**src/rtl/prio_arb_pkg.sv**
```systemverilog
// Shared constants and helpers for the parametrised priority arbiter.
// Mode encodings and the modulo-N pointer decrement used by the round-robin pointer.
package prio_arb_pkg;

  localparam logic MODE_FIXED = 1'b0;
  localparam logic MODE_RR    = 1'b1;

  // Wraps 0 to n-1 so non-power-of-two request counts never yield an index >= n.
  function automatic int ptr_dec(input int ptr, input int n);
    return (ptr == 0) ? (n - 1) : (ptr - 1);
  endfunction

endpackage

```
**src/rtl/prio_enc_rot.sv**
```systemverilog
// Combinational rotating priority encoder: descending search from 'start' with wrap-around.
// req is rotated so that an MSB-first encode finds the winner, then the position is un-rotated.
module prio_enc_rot #(
  parameter int N = 8,
  parameter int W = $clog2(N)
) (
  input  logic [N-1:0] req,
  input  logic [W-1:0] start,
  output logic         found,
  output logic [W-1:0] idx,
  output logic [N-1:0] oh
);

  logic [N-1:0] rot;
  logic         hit;
  int           pos;
  int           src;

  // rot[N-1-k] holds requester (start-k) mod N, so the MSB of rot is the first one searched.
  always_comb begin
    rot   = '0;
    hit   = 1'b0;
    pos   = 0;
    src   = 0;
    found = 1'b0;
    idx   = '0;
    oh    = '0;
    for (int k = 0; k < N; k++) begin
      src = int'(start) - k;
      if (src < 0) src = src + N;
      rot[N-1-k] = req[src];
    end
    for (int k = 0; k < N; k++) begin
      if (!hit && rot[N-1-k]) begin
        hit = 1'b1;
        pos = k;
      end
    end
    src = int'(start) - pos;
    if (src < 0) src = src + N;
    if (hit) begin
      found   = 1'b1;
      idx     = W'(src);
      oh[src] = 1'b1;
    end
  end

endmodule

```
**src/rtl/prio_arbiter_n.sv**
```systemverilog
// Registered N-way priority arbiter with valid/ready output and optional round-robin rotation.
// Holds only the one-deep output register, the search pointer and the load logic.
module prio_arbiter_n
  import prio_arb_pkg::*;
#(
  parameter int N = 8,
  parameter int W = $clog2(N)
) (
  input  logic         clk,
  input  logic         rst_n,
  input  logic [N-1:0] req,
  input  logic         mode,
  input  logic         grant_rdy,
  output logic         grant_vld,
  output logic [W-1:0] grant_idx,
  output logic [N-1:0] grant_oh
);

  localparam logic [W-1:0] PTR_MAX = W'(N - 1);

  logic [W-1:0] ptr_q;
  logic [W-1:0] start;
  logic         load;
  logic         enc_found;
  logic [W-1:0] enc_idx;
  logic [N-1:0] enc_oh;

  assign load  = !grant_vld || grant_rdy;
  assign start = (mode == MODE_RR) ? ptr_q : PTR_MAX;

  prio_enc_rot #(.N(N), .W(W)) u_enc (
    .req   (req),
    .start (start),
    .found (enc_found),
    .idx   (enc_idx),
    .oh    (enc_oh)
  );

  // The encoder already returns zero index/one-hot when nothing is requested.
  always_ff @(posedge clk or negedge rst_n) begin
    if (!rst_n) begin
      grant_vld <= 1'b0;
      grant_idx <= '0;
      grant_oh  <= '0;
      ptr_q     <= PTR_MAX;
    end else if (load) begin
      grant_vld <= enc_found;
      grant_idx <= enc_idx;
      grant_oh  <= enc_oh;
      if (mode == MODE_FIXED) begin
        ptr_q <= PTR_MAX;
      end else if (enc_found) begin
        ptr_q <= W'(ptr_dec(int'(enc_idx), N));
      end
    end
  end

endmodule

```
**config.mk**
```make
export PLATFORM = sky130hd
export DESIGN_NAME = prio_arbiter_n
export DESIGN_NICKNAME = d
export VERILOG_FILES = /design/src/rtl/prio_arb_pkg.sv /design/src/rtl/prio_enc_rot.sv /design/src/rtl/prio_arbiter_n.sv
export SDC_FILE = /design/constraint.sdc
export NUM_CORES = 1
export LEC_CHECK = 0
export CAP_MARGIN = 20
export CORE_MARGIN = 2
export CORE_UTILIZATION = 30
export CTS_CLUSTER_DIAMETER = 50
export DETAILED_ROUTE_END_ITERATION = 6
export PLACE_DENSITY = 0.56
export SLEW_MARGIN = 20
export SYNTH_ARGS = -nofsm -noshare
export SYNTH_HDL_FRONTEND = slang
export SYNTH_HIERARCHICAL = 1
export SYNTH_SLANG_ARGS = --single-unit
```
**constraint.sdc**
```tcl
create_clock -name clk -period 6.1 [get_ports clk]
set_input_delay 0.61 -clock clk [delete_from_list [all_inputs] [get_ports clk]]
set_output_delay 0.61 -clock clk [all_outputs]
set_load 0.02 [all_outputs]
```
==> flow_summary.json <==
{
  "status": "finished clean",
  "critPathSlowestCell": "fa_1",
  "worst_slack_ps": 911,
  "die_area_sq_um": 5530,
  "synth_edf_count": 0,
  "netlist_top_cells_count": "dfrtp_1, nor2_1, inv_1",
  "layout.nets": 174,
  "yosysWarnings": 6,
  "cp-start-kind": "primary input",
  "rr_worst_depth": 16,
  "dp_worst_setup_slack_ps": 655,
  "peakVddDrop_uv": 224,
  "switching_share_pct": 40.9,
  "max_slew.worst_pin.slew_ps": 659,
  "synth.distinct_cells": 38,
  "syn_nets": 151,
  "period_share_pct": 85.1,
  "cp.required_ps": 6270,
  "cts_made_buffers": 3,
  "die-width_um": 74.4,
  "wl_mm": 3.07,
  "die_y_um": 74.4,
  "synth_flop_cell": "dfrtp_1",
  "max_cap_violations": 0,
  "fin_util_pct": 37.9,
  "grt_setup_unrepaired": "no",
  "clock_latency_ps": 240,
  "drt_iter0_drc": 30,
  "switchingPower_uw": 302,
  "hp-class": "register to register",
  "p_int_uw": 436,
  "cts.clk_slew.worst_paths_ps": 60,
  "slew-limit-headroom_pct": 55.9,
  "avgViaCountPerCell": 5.09,
  "end_kind": "register",
  "synthTopCellsByArea": "dfrtp_1, mux4_2, mux2_4",
  "cp_num_buf_inv": 3,
  "crit_end": "ptr_q[2]",
  "clockBufferDepth": 2,
  "cp_cell_sequence": "clkdlybuf4s50_1 > nand2b_1 > inv_1 > ha_1 > mux2_2 > mux4_2 > nor3_1 > a21oi_1 > o21ai_0 > ha_1 > fa_1 > nor2_1 > inv_1 > ha_1 > ha_1 > and3_1 > a21oi_1",
  "vias": 1114,
  "synth_cells": 130,
  "clockPowerShare_pct": 10.4,
  "cp.arrival_ps": 5360,
  "cp_num_cells": 17,
  "power_density_nw_per_um2": 409,
  "final-hold-violation-count": 0,
  "setup_viol": 0,
  "grt_max_degree": 16,
  "io_buffer_count": 23,
  "rrSetupSlack_ps": 1300,
  "post_drt_wl_per_cell_um": 14.0,
  "max_freq_ghz": 0.193,
  "rows": 25,
  "power_frac_comb_pct": 68.3,
  "cts.sinks": 15,
  "synth_most_common_cell": "dfrtp_1",
  "p_leak_uw": 0.000767,
  "track_usage_pct": 11.7,
  "crit_path_max_fanout": 9,
  "critical_path.top_delay_family": "adder cells",
  "tns_ps": 0,
  "synth_area_leader_cell": "dfrtp_1",
  "cpMostUsedCell": "ha_1",
  "netlist_area_sq_um": 1490,
  "r2r-start": "ptr_q[1]",
  "syn2layout_area_growth_pct": 21.5,
  "nFillCells": 475,
  "gp_congestion": 0.847,
  "root_buffer": "clkbuf_8",
  "antenna_found_initial": 0,
  "postCtsHoldBufs": 0,
  "postCtsSetupRepairBufs": 0,
  "synth_area_per_cell_sq_um": 11.4,
  "critPathKind": "primary input to register",
  "drive_gt1_share_pct": 21.1,
  "core-area_sq_um": 4750,
  "grt_pass1_wl_mm": 5.15,
  "final-max-slew-violation-count": 0,
  "antenna_left": 0,
  "place.detailed.hpwl_mm": 2.37,
  "p_seq_share_pct": 21.2,
  "firstDrtPassIters": 4,
  "max_stage_delay_ps": 530,
  "ys_seq_area_share_pct": 25.5,
  "r2r_end": "ptr_q[2]",
  "async_flop_share_pct": 100,
  "diodes": 0,
  "drc": 0,
  "layout_min_cycle_time_ps": 5190,
  "start_util_pct": 31.2,
  "grt_pass1_vias": 1151,
  "cts_resized": 0,
  "overflow": 0,
  "h-tree-depth": 1,
  "synth_seq_cells": 15,
  "worstSetupStartpoint": "mode",
  "io_pins": 24,
  "clock-skew-final_ps": 4.03,
  "cts_tree": "built",
  "synth_top_cell_area_share_pct": 20.2
}
==> cell usage in the layout (no fill, tap or decap), types with 6 or more instances in the layout <==
cell type	netlist	layout
a21oi_1	6	6
clkdlybuf4s50_1	0	23
dfrtp_1	12	12
ha_1	7	7
inv_1	8	8
mux2_2	6	6
mux2_4	6	6
mux2i_1	7	7
mux4_2	7	7
nand2b_1	7	7
nor2_1	9	9
==> through the flow <==
step	hold WS, ps	cells	total power (uW)	instance area [sq um]
after global routing	520	219	801	1800
after CTS	497	219	744	1800
final	485	219	738	1800
after detailed placement	479	215	657	1760
after floorplan	314	130	531	1490
after global placement	474	215	648	1760
==> per-layer routing <==
layer	wire length, um	global-route usage, %	vias to the layer above
met2	1480	19.5	39
met3	139	1.08	4
met4	8	2.98	0
met1	1450	16.6	534
met5	0	0	-
li1	-	-	537
==> final cells by class <==
class                           instances  area [sq um]  area share [%]
Multi-Input combinational cell        101          1030            57.0
Sequential cell                        15           379            21.0
Timing Repair Buffer                   24           238            13.2
Tap cell                               67          83.8            4.65
Clock buffer                            4          45.0            2.50
Inverter                                8          30.0            1.66
==> power by group through the flow <==
stage                     Sequential [uW]  Combinational [uW]  Clock [uW]
final                                 157                 504        77.1
after global routing                  162                 553        86.3
after CTS                             157                 506        80.5
after detailed placement              158                 499           0
after global placement                157                 491           0
after floorplan                       188                 343           0
==> worst min-delay path by stage <==
stage	startpoint	endpoint	slack, ps	depth (start not counted)
after floorplan	rst_n	grant_idx[0]	310	0
after global placement	grant_oh[3]	grant_oh[3]	470	1
after detailed placement	grant_oh[3]	grant_oh[3]	480	1
after CTS	grant_oh[3]	grant_oh[3]	500	1
after global routing	grant_oh[3]	grant_oh[3]	520	1
final	grant_oh[3]	grant_oh[3]	490	1
==> sequential cells by signal (all words and copies together) (netlist names) <==
signal,cells
grant_idx,3
ptr_q,3
grant_oh,8
grant_vld,1
==> worst register-to-register path: stages, from the launching register on <==
cell      delay (ps)
dfstp_2          530
nand2b_1         280
inv_1            220
ha_1             480
mux2_2           400
mux4_2           490
nor3_1           310
a21oi_1          130
o21ai_0          230
ha_1             210
fa_1             530
nor2_1           170
inv_1             60
ha_1             170
ha_1             260
and3_1           140
a21oi_1          130
==> kinds of logic after synthesis <==
| kind of cell | synth area share (%) |
|---|---|
| fa+ha+maj | 8.59 |
| simple gates | 16.9 |
| compound gates | 6.91 |
| xor+xnor | 1.77 |
| mux | 35.0 |
| flops | 25.5 |
| buf+inv | 5.22 |
Note: power is estimated with default switching activity, not from simulation.
